===== src/rtl/branch_resolve_ctrl_pkg.sv =====
// Shared core package: branch funct3 encodings, resolve FSM states, widths.
package core_pkg;

    localparam int XLEN_DEF   = 32;
    localparam int ILEN_B_DEF = 4;

    localparam logic [2:0] BR_EQ  = 3'b000;
    localparam logic [2:0] BR_NE  = 3'b001;
    localparam logic [2:0] BR_LT  = 3'b100;
    localparam logic [2:0] BR_GE  = 3'b101;
    localparam logic [2:0] BR_LTU = 3'b110;
    localparam logic [2:0] BR_GEU = 3'b111;

    typedef enum logic [1:0] {
        BR_IDLE,
        BR_RESULT,
        BR_REDIR
    } br_state_e;

endpackage


===== src/rtl/branch_resolve_ctrl_if.sv =====
// Issue-side uop bus, result pulse and fetch redirect handshake.
// slave = the branch resolve controller, master = issue/fetch side.
interface branch_resolve_ctrl_if #(parameter int XLEN = 32);

    logic            in_valid_i;
    logic            in_ready_o;
    logic [2:0]      op_i;
    logic [XLEN-1:0] rs1_data_i;
    logic [XLEN-1:0] rs2_data_i;
    logic [XLEN-1:0] pc_i;
    logic [XLEN-1:0] imm_i;
    logic            pred_taken_i;
    logic [XLEN-1:0] pred_target_i;
    logic            flush_i;
    logic            res_valid_o;
    logic            res_taken_o;
    logic            res_mispredict_o;
    logic            res_illegal_o;
    logic            redirect_valid_o;
    logic [XLEN-1:0] redirect_pc_o;
    logic            redirect_ready_i;

    modport slave (
        input  in_valid_i, op_i, rs1_data_i, rs2_data_i, pc_i, imm_i,
               pred_taken_i, pred_target_i, flush_i, redirect_ready_i,
        output in_ready_o, res_valid_o, res_taken_o, res_mispredict_o,
               res_illegal_o, redirect_valid_o, redirect_pc_o
    );

    modport master (
        output in_valid_i, op_i, rs1_data_i, rs2_data_i, pc_i, imm_i,
               pred_taken_i, pred_target_i, flush_i, redirect_ready_i,
        input  in_ready_o, res_valid_o, res_taken_o, res_mispredict_o,
               res_illegal_o, redirect_valid_o, redirect_pc_o
    );

endinterface


===== src/rtl/branch_resolve_ctrl_cond_eval.sv =====
// branch_cond_eval: combinational branch condition from funct3 and operands.
// Odd funct3 inverts the base test; 010/011 are flagged illegal and never taken.
module branch_cond_eval
    import core_pkg::*;
#(
    parameter int XLEN = XLEN_DEF
) (
    input  logic [2:0]      op_i,
    input  logic [XLEN-1:0] rs1_i,
    input  logic [XLEN-1:0] rs2_i,
    output logic            taken_o,
    output logic            illegal_o
);

    logic base;

    // Select base test by op class, then apply the odd-funct3 inversion
    always_comb begin
        base      = 1'b0;
        illegal_o = 1'b0;
        case (op_i)
            BR_EQ,  BR_NE:  base = (rs1_i == rs2_i);
            BR_LT,  BR_GE:  base = ($signed(rs1_i) < $signed(rs2_i));
            BR_LTU, BR_GEU: base = (rs1_i < rs2_i);
            default:        illegal_o = 1'b1;
        endcase
        taken_o = illegal_o ? 1'b0 : (base ^ op_i[0]);
    end

endmodule


===== src/rtl/branch_resolve_ctrl.sv =====
// Execute-stage branch resolution controller: evaluates the branch, checks the
// front-end prediction, pulses the result and runs the fetch redirect handshake.
// Optional BRANCH_STATS_EN adds saturating branch / mispredict counters.
module branch_resolve_ctrl
    import core_pkg::*;
#(
    parameter int XLEN   = XLEN_DEF,
    parameter int ILEN_B = ILEN_B_DEF
) (
    input  logic                  clk_i,
    input  logic                  rst_i,
    branch_resolve_ctrl_if.slave  bus
`ifdef BRANCH_STATS_EN
    ,
    output logic [31:0]           stat_branches_o,
    output logic [31:0]           stat_mispred_o
`endif
);

    localparam logic [XLEN-1:0] INC = XLEN'(ILEN_B);

    br_state_e       state_q, state_d;
    logic            taken_q, taken_d;
    logic            mispred_q, mispred_d;
    logic            illegal_q, illegal_d;
    logic [XLEN-1:0] redir_pc_q, redir_pc_d;

    logic            ev_taken, ev_illegal, ev_mispred;
    logic [XLEN-1:0] ev_next_pc;
    logic            in_result, in_redir, accept;

    branch_cond_eval #(.XLEN(XLEN)) u_cond (
        .op_i      (bus.op_i),
        .rs1_i     (bus.rs1_data_i),
        .rs2_i     (bus.rs2_data_i),
        .taken_o   (ev_taken),
        .illegal_o (ev_illegal)
    );

    // Resolved next PC and prediction check for the uop on the input bus
    always_comb begin
        ev_next_pc = ev_taken ? (bus.pc_i + bus.imm_i) : (bus.pc_i + INC);
        ev_mispred = ~ev_illegal &
                     ((ev_taken != bus.pred_taken_i) |
                      (ev_taken & bus.pred_taken_i & (ev_next_pc != bus.pred_target_i)));
    end

    // Outputs decode from registered state so they are glitch-free towards fetch
    always_comb begin
        in_result            = (state_q == BR_RESULT);
        in_redir             = (state_q == BR_REDIR);
        bus.res_valid_o      = in_result;
        bus.res_taken_o      = in_result & taken_q;
        bus.res_mispredict_o = in_result & mispred_q;
        bus.res_illegal_o    = in_result & illegal_q;
        bus.redirect_valid_o = (in_result & mispred_q) | in_redir;
        bus.redirect_pc_o    = bus.redirect_valid_o ? redir_pc_q : '0;
        bus.in_ready_o       = ~rst_i & ~bus.flush_i &
                               ((state_q == BR_IDLE) | (in_result & ~mispred_q));
        accept               = bus.in_valid_i & bus.in_ready_o;
    end

    // Next state: capture on accept, otherwise walk result -> redirect -> idle; flush wins
    always_comb begin
        state_d    = state_q;
        taken_d    = taken_q;
        mispred_d  = mispred_q;
        illegal_d  = illegal_q;
        redir_pc_d = redir_pc_q;
        if (accept) begin
            state_d    = BR_RESULT;
            taken_d    = ev_taken;
            mispred_d  = ev_mispred;
            illegal_d  = ev_illegal;
            redir_pc_d = ev_next_pc;
        end else begin
            case (state_q)
                BR_RESULT: state_d = (mispred_q & ~bus.redirect_ready_i) ? BR_REDIR : BR_IDLE;
                BR_REDIR:  state_d = bus.redirect_ready_i ? BR_IDLE : BR_REDIR;
                default:   state_d = BR_IDLE;
            endcase
        end
        if (bus.flush_i) begin
            state_d = BR_IDLE;
        end
    end

    // FSM and result registers
    always_ff @(posedge clk_i) begin
        if (rst_i) begin
            state_q    <= BR_IDLE;
            taken_q    <= 1'b0;
            mispred_q  <= 1'b0;
            illegal_q  <= 1'b0;
            redir_pc_q <= '0;
        end else begin
            state_q    <= state_d;
            taken_q    <= taken_d;
            mispred_q  <= mispred_d;
            illegal_q  <= illegal_d;
            redir_pc_q <= redir_pc_d;
        end
    end

`ifdef BRANCH_STATS_EN
    logic [31:0] br_cnt_q, br_cnt_d;
    logic [31:0] mp_cnt_q, mp_cnt_d;

    // Saturating counters, cleared by reset only
    always_comb begin
        br_cnt_d = br_cnt_q;
        mp_cnt_d = mp_cnt_q;
        if (bus.res_valid_o && br_cnt_q != 32'hFFFF_FFFF) br_cnt_d = br_cnt_q + 32'd1;
        if (bus.res_mispredict_o && mp_cnt_q != 32'hFFFF_FFFF) mp_cnt_d = mp_cnt_q + 32'd1;
    end

    // Counter registers
    always_ff @(posedge clk_i) begin
        if (rst_i) begin
            br_cnt_q <= '0;
            mp_cnt_q <= '0;
        end else begin
            br_cnt_q <= br_cnt_d;
            mp_cnt_q <= mp_cnt_d;
        end
    end

    assign stat_branches_o = br_cnt_q;
    assign stat_mispred_o  = mp_cnt_q;
`endif

endmodule

===== src/flat_wrapper.sv =====
// flat-port wrapper written by rule: the top's interface ports become plain ports
module branch_resolve_ctrl_flat import core_pkg::*;
#(
    parameter int XLEN   = XLEN_DEF,
    parameter int ILEN_B = ILEN_B_DEF
)
  (clk_i, rst_i, bus_in_valid_i, bus_op_i, bus_rs1_data_i, bus_rs2_data_i, bus_pc_i, bus_imm_i, bus_pred_taken_i, bus_pred_target_i, bus_flush_i, bus_redirect_ready_i, bus_in_ready_o, bus_res_valid_o, bus_res_taken_o, bus_res_mispredict_o, bus_res_illegal_o, bus_redirect_valid_o, bus_redirect_pc_o);
  branch_resolve_ctrl_if #(.XLEN(XLEN)) bus_i ();
  input  logic clk_i;
  input  logic rst_i;
  input wire logic [$bits(bus_i.in_valid_i)-1:0] bus_in_valid_i;
  input wire logic [$bits(bus_i.op_i)-1:0] bus_op_i;
  input wire logic [$bits(bus_i.rs1_data_i)-1:0] bus_rs1_data_i;
  input wire logic [$bits(bus_i.rs2_data_i)-1:0] bus_rs2_data_i;
  input wire logic [$bits(bus_i.pc_i)-1:0] bus_pc_i;
  input wire logic [$bits(bus_i.imm_i)-1:0] bus_imm_i;
  input wire logic [$bits(bus_i.pred_taken_i)-1:0] bus_pred_taken_i;
  input wire logic [$bits(bus_i.pred_target_i)-1:0] bus_pred_target_i;
  input wire logic [$bits(bus_i.flush_i)-1:0] bus_flush_i;
  input wire logic [$bits(bus_i.redirect_ready_i)-1:0] bus_redirect_ready_i;
  output wire logic [$bits(bus_i.in_ready_o)-1:0] bus_in_ready_o;
  output wire logic [$bits(bus_i.res_valid_o)-1:0] bus_res_valid_o;
  output wire logic [$bits(bus_i.res_taken_o)-1:0] bus_res_taken_o;
  output wire logic [$bits(bus_i.res_mispredict_o)-1:0] bus_res_mispredict_o;
  output wire logic [$bits(bus_i.res_illegal_o)-1:0] bus_res_illegal_o;
  output wire logic [$bits(bus_i.redirect_valid_o)-1:0] bus_redirect_valid_o;
  output wire logic [$bits(bus_i.redirect_pc_o)-1:0] bus_redirect_pc_o;
  assign bus_i.in_valid_i = bus_in_valid_i;
  assign bus_i.op_i = bus_op_i;
  assign bus_i.rs1_data_i = bus_rs1_data_i;
  assign bus_i.rs2_data_i = bus_rs2_data_i;
  assign bus_i.pc_i = bus_pc_i;
  assign bus_i.imm_i = bus_imm_i;
  assign bus_i.pred_taken_i = bus_pred_taken_i;
  assign bus_i.pred_target_i = bus_pred_target_i;
  assign bus_i.flush_i = bus_flush_i;
  assign bus_i.redirect_ready_i = bus_redirect_ready_i;
  assign bus_in_ready_o = bus_i.in_ready_o;
  assign bus_res_valid_o = bus_i.res_valid_o;
  assign bus_res_taken_o = bus_i.res_taken_o;
  assign bus_res_mispredict_o = bus_i.res_mispredict_o;
  assign bus_res_illegal_o = bus_i.res_illegal_o;
  assign bus_redirect_valid_o = bus_i.redirect_valid_o;
  assign bus_redirect_pc_o = bus_i.redirect_pc_o;
  branch_resolve_ctrl #(.XLEN(XLEN), .ILEN_B(ILEN_B)) u_core (.clk_i(clk_i), .rst_i(rst_i), .bus(bus_i));
endmodule

===== config.mk =====
export PLATFORM = sky130hd
export DESIGN_NAME = branch_resolve_ctrl_flat
export DESIGN_NICKNAME = d
export VERILOG_FILES = /design/src/rtl/branch_resolve_ctrl_pkg.sv /design/src/rtl/branch_resolve_ctrl_if.sv /design/src/rtl/branch_resolve_ctrl_cond_eval.sv /design/src/rtl/branch_resolve_ctrl.sv /design/src/flat_wrapper.sv
export SDC_FILE = /design/constraint.sdc
export NUM_CORES = 1
export LEC_CHECK = 0
export ABC_CLOCK_PERIOD_IN_PS = 6500
export BUFFER_PORTS_ARGS = -buffer_cell sky130_fd_sc_hd__buf_2
export CAP_MARGIN = 10
export CELL_PAD_IN_SITES_DETAIL_PLACEMENT = 0
export CELL_PAD_IN_SITES_GLOBAL_PLACEMENT = 1
export CORE_ASPECT_RATIO = 0.8
export CORE_MARGIN = 5
export CORE_UTILIZATION = 37
export DETAILED_ROUTE_END_ITERATION = 16
export PLACE_DENSITY_LB_ADDON = 0.1
export SLEW_MARGIN = 20
export SYNTH_ARGS = -nofsm -noshare
export SYNTH_HDL_FRONTEND = slang
export SYNTH_HIERARCHICAL = 1
export SYNTH_SLANG_ARGS = --single-unit

===== constraint.sdc =====
create_clock -name clk_i -period 6.5 [get_ports clk_i]
set_input_delay 1.625 -clock clk_i [delete_from_list [all_inputs] [get_ports clk_i]]
set_output_delay 1.625 -clock clk_i [all_outputs]
set_load 0.02 [all_outputs]

# == Yosys cells after proc, flatten, opt, wreduce, memory -nomap -nowiden ==
# Cells that the tools add are included.
# word_totals
ff_bits,37
input_bits,169
output_inout_bits,38
wordCells,56
# classes
add_sub_neg,2
n_lt_le_gt_ge,2
n_eq_ne,10
mux,9
n_bitwise,19
reduce_logical,8
# op_table
cell,n
less-than comparator 32 bit,2
two-way mux 32 bit,2
adder 32 x 3 -> 32 bit (second input constant),1
adder 32 bit,1
equality test 32 bit,1
!= test 32 bit,1
equality test 3 bit (second input constant),4
AND 1 bit,11
OR reduction 2 bit,4
OR reduction 6 bit,1
two-way mux 2 bit,2
NOT 1 bit,4
one-hot mux 2 bit (2 select lines),1
equality test 3 x 1 -> 1 bit (second input constant),1
zero test 3 bit,1
two-way mux 1 bit,3
OR 1 bit,3
one-hot mux 1 bit (3 select lines),1
OR reduction 3 bit,1
equality test 2 x 1 -> 1 bit (second input constant),1
equality test 2 bit (second input constant),1
zero test 2 bit,1
!= test 1 bit,1
bitwise XOR 1 bit,1

# == Longest topological paths before layout ==
# logic_depth
depth_word,10
mapped_depth,21
depth_no_buf,18

# == Cells and area by module ==
# The synthesis kept the hierarchy.
# by_module_without_submodules
mod,n_inst,cells_each,area_per_inst_um2,seq_area_each_um2
branch_resolve_ctrl,1,767,5407.7,740.7
branch_cond_eval,1,121,863.3,0.0

# == Worst setup path after synthesis ==
# No wires, ideal clock.
# synth_timing
path_type,input to register
startpoint,input port bus_rs2_data_i[1]
endpoint,register u_core.mispred_q
setup_time_ps,135
arrival_ps,5656
t_required_ps,6365
path_slack_ps,708
cell_stages,18
n_path_buf,0
cell_sequence,inv_1 -> ha_1 -> nor2b_4 -> o211ai_2 -> a21oi_1 -> o311a_1 -> or3_1 -> a31o_1 -> nor2b_1 -> nand4_1 -> nor4_1 -> mux2_2 -> or4_1 -> a2111oi_1 -> nand4_1 -> or4_1 -> nor4_2 -> a31oi_1
# synth_via
elab_chain_len,9
elab_cells_between_ends,13
classes_between,order compare: 2; eq/ne: 3; mux: 3; bitwise: 5
# synth_rtl
item,line_no,source
start: declaration,flat_wrapper.sv:14,input wire logic [$bits(bus_i.rs2_data_i)-1:0] bus_rs2_data_i;
less-than comparator 32 bit (tied with other cells),branch_resolve_ctrl_cond_eval.sv:24,"BR_LTU, BR_GEU: base = (rs1_i < rs2_i);"
one-hot mux 1 bit (3 select lines) *,branch_resolve_ctrl_cond_eval.sv:21,case (op_i)
bitwise XOR 1 bit *,branch_resolve_ctrl_cond_eval.sv:27,taken_o = illegal_o ? 1'b0 : (base ^ op_i[0]);
two-way mux 1 bit *,branch_resolve_ctrl_cond_eval.sv:27,
net u_core.ev_taken,branch_resolve_ctrl.sv:28,"logic ev_taken, ev_illegal, ev_mispred;"
two-way mux 32 bit,branch_resolve_ctrl.sv:42,ev_next_pc = ev_taken ? (bus.pc_i + bus.imm_i) : (bus.pc_i + INC);
!= test 32 bit,branch_resolve_ctrl.sv:45,(ev_taken & bus.pred_taken_i & (ev_next_pc != bus.pred_target_i)));
AND 1 bit,branch_resolve_ctrl.sv:45,
OR 1 bit *,branch_resolve_ctrl.sv:44,((ev_taken != bus.pred_taken_i) |
AND 1 bit *,branch_resolve_ctrl.sv:43,ev_mispred = ~ev_illegal &
end signal: assignment,branch_resolve_ctrl.sv:99,mispred_q <= mispred_d;
end: declaration,branch_resolve_ctrl.sv:24,"logic mispred_q, mispred_d;"
# The timed path passes the listed nets; every way through them passes the cells marked *.
# A chain may end at the register's enable or synchronous reset.

# == Worst setup path after layout ==
# layout_timing
startpoint,input port bus_rs1_data_i[9]
endpoint,register u_core.mispred_q
# layout_via
elab_chain_len,9
elab_cells_between_ends,13
classes_between,order compare: 2; eq/ne: 3; mux: 3; bitwise: 5
# layout_rtl
item,line_no,source
start: declaration,flat_wrapper.sv:13,input wire logic [$bits(bus_i.rs1_data_i)-1:0] bus_rs1_data_i;
less-than comparator 32 bit (tied with other cells),branch_resolve_ctrl_cond_eval.sv:24,
one-hot mux 1 bit (3 select lines) *,branch_resolve_ctrl_cond_eval.sv:21,
bitwise XOR 1 bit *,branch_resolve_ctrl_cond_eval.sv:27,
two-way mux 1 bit *,branch_resolve_ctrl_cond_eval.sv:27,
net u_core.ev_taken,branch_resolve_ctrl.sv:28,
two-way mux 32 bit,branch_resolve_ctrl.sv:42,
!= test 32 bit,branch_resolve_ctrl.sv:45,
AND 1 bit,branch_resolve_ctrl.sv:45,
OR 1 bit *,branch_resolve_ctrl.sv:44,
AND 1 bit *,branch_resolve_ctrl.sv:43,
# Marks and branches as above.

==> reports/results.ini <==
[finish]
fill_cells=1806
n_antenna_cell=0
fin_nets=1311
syn2layout_area_growth_pct=22.07
final_cells=1294
drive_gt1_share_pct=23.56
stdcell_area_mm2=0.007655

[timing]
slew_viol_final=0
setup_ws_ns=0.4247
finalCritPeriodShare_pct=93.47
tns_ns=0
period_needed_ns=6.075
finalHoldViolCount=0
max_slew_margin_pct=44.23
max_freq_ghz=0.1646
worst_slew_pin_slew_ns=0.8309
rsz0062_at_grt=false
setup-violations-final=0
skew_ns=0.003332

[power]
power_leakage_nw=3.435
irDropWorstVdd_v=0.0001043
power.total_mw=1.050
power_density_mw_per_mm2=137.2
power.share.combinational_pct=54.5
p_int_mw=0.6117
netSwitchingFraction_pct=41.75
p_sw_mw=0.4385
power_frac_clock_pct=22.3
seq_power_share_pct=23.2

[place]
place_area_mm2=0.007516
place_hpwl_mm=19.22
dp_slack_ns=0.1351
gp_congestion=0.9123
portBuffers=206
numPlacedInstances=1286

[logic_synthesis]
ys_seq_area_share_pct=11.81
synth_area_mm2=0.006271
yosysTopAreaCell=ha_1
synth-simple-area-share_pct=32.10
synth.top_cell.area_share_pct=13.57
synth_compound_gate_area_share_pct=25.50
synth_edf_count=0
async_reset_ff_share_pct=0
synthTopCellsByArea=ha_1, dfxtp_1, xnor2_1, nor2_1, a21oi_1
synth-seq-cells=37
ys.flop_type=dfxtp_1
syn_inst=888
synth.distinct_cells=75
yosys_warnings=6
synth_nets=1126
yosys.area_share.adder_pct=13.89
avgSynthCellArea_um2=7.062
synthMuxAreaShare_pct=2.155
synth_most_common_cell=nor2_1
synth_top_family_by_area=simple AND/OR/NAND/NOR gates
synth_common_cells=nor2_1, nand2_1, ha_1
synthXorXnorAreaFrac_pct=8.659

[routing]
final_antenna_net_count=0
drt_iter0_drc=474
first_pass_iters=5
wl_per_cell_um=17.64
route.detailed.drc=0
totalWireLength_mm=22.82
vias=7121
vias_per_cell=5.503

[worst_setup_path]
r2r-start=u_core/state_q[1]
crit_path_start_kind=primary input
cp.required_ns=6.65
cpLargestDelayFamily=simple AND/OR/NAND/NOR gates
cp.depth=19
regToRegEndpoint=u_core/mispred_q
endpoint=u_core/mispred_q
crit_fanout=7
endpoint_kind=register
worstSetupPathType=primary input to register
cp.arrival_ns=6.22
ff2ff_setup_slack_ns=3.21
reg2reg_depth=14
crit_buf_inv=2
worstPathCellList=buf_2 > ha_1 > a21oi_1 > o21ai_0 > a221oi_1 > o221ai_1 > or3_1 > a31o_4 > nor2b_1 > nand4_1 > nor4_1 > buf_4 > mux2_2 > or4_1 > a2111oi_1 > nand4_1 > or4_1 > nor4_2 > a31oi_1
startpoint=bus_rs1_data_i[9]
cpPeakStageDelay_ns=0.52
cp_slowest_cell=or4_1

[clock_tree]
insertion_delay_ns=0.28
clkTransAtPathRegs_ns=0.06
htreeDepth=2
ctsRootBufferMaster=clkbuf_16
hold_buffers=0
numCtsBuffers=5
post_cts_buffers=0
clock_path_buffers=2
post_cts_resize_count=0
cts.sinks=37
cts_tree=yes

[grt]
grt_overflow=0
antenna_found_initial=0
grt_pass1_vias=6463
grt_use_total_pct=21.92
grt_pass1_wl_mm=35.02
grt_max_degree=39

[floorplan]
die_x_um=155.6
fp-row-count=42
initial_core_util_pct=37.76
io_pins=207
die_area_mm2=0.01967
coreArea_mm2=0.01661
fp.dieH_um=126.4

[job]
maxCapViolCount=0

[worst_hold_path]
hold_path_class=register to register

[outcome]
status=complete, no violations

how the worst min path moves through the flow:
stage	start	endpoint	slack, ns	cells past startpoint
2_1_floorplan	u_core/illegal_q	u_core/illegal_q	0.43	2
3_3_place_gp	u_core/redir_pc_q[29]	u_core/redir_pc_q[29]	0.44	2
3_5_place_dp	u_core/redir_pc_q[14]	u_core/redir_pc_q[14]	0.45	2
4_1_cts	u_core/redir_pc_q[14]	u_core/redir_pc_q[14]	0.45	2
5_1_grt	u_core/redir_pc_q[14]	u_core/redir_pc_q[14]	0.48	2
6_report	u_core/taken_q	u_core/taken_q	0.45	2
final cells by class:
class,instances,area [µm²],area share [%]
clock buffer,6,128.9,1.684
clock inverter,2,10.01,0.1308
inverter,47,176.4,2.305
multi-input combinational,760,5172,67.57
sequential,37,740.7,9.676
tap,220,275.3,3.596
timing repair buffer,222,1151,15.04
cells in the final DEF, fill, tap and decap left out, types with 10 or more instances in the layout:
cell type / synthesis / final
a211oi_1: 25 / 25
and2_1: 10 / 10
nor3b_1: 11 / 11
dfxtp_1: 37 / 37
a21o_1: 15 / 15
nand2_1: 70 / 70
nor4_1: 11 / 11
nand3_1: 30 / 30
xnor2_1: 40 / 40
ha_1: 68 / 68
nor2_1: 90 / 89
buf_4: 1 / 16
nor3_1: 34 / 34
a21oi_1: 66 / 66
xor2_1: 22 / 22
buf_2: 1 / 206
nor2b_1: 41 / 41
o21ai_0: 32 / 32
nand4_1: 30 / 30
inv_1: 47 / 47
logic make-up (layout without fill, tap and decap cells):
logic type      count (synthesis)  count (layout)
mux                            13              13
buf+inv                        91             277
compound gates                233             233
fa+ha+maj                      69              69
flops                          37              37
xor+xnor                       62              62
simple gates                  383             383
stage by stage:
stage / hold WS, ns / util (%)
3_3_place_gp: 0.4424 / 45.26
3_5_place_dp: 0.4460 / 45.26
5_1_grt: 0.4793 / 46.10
2_1_floorplan: 0.4317 / -
4_1_cts: 0.4533 / 46.10
6_report: 0.4507 / 46.10
tightest hold or removal path, stage by stage, from the launching register on:
cell	delay (ns)
dfxtp_1	0.30
nand2_1	0.05
a21oi_1	0.05
registers in the layout, summed over array words and instances, names as in the netlist:
signal	cells
u_core/mispred_q	1
u_core/taken_q	1
u_core/state_q	2
u_core/redir_pc_q	32
u_core/illegal_q	1
layer usage:
metal	wire, µm	GRT usage [%]	share of wire, %
met1	11650	34.39	51
met2	9610	33.16	42
met3	1498	2.588	6.6
met4	59	1.801	0.26
met5	0	0	0
power groups by stage:
stage	Combinational, mW	Sequential [mW]	Clock, mW
after global routing	0.631	0.245	0.248
after global placement	0.567	0.248	0
final	0.572	0.243	0.234
after CTS	0.567	0.243	0.239
after floorplan	0.380	0.246	0
after detailed placement	0.564	0.248	0
Power figures use the tool's default switching activity.
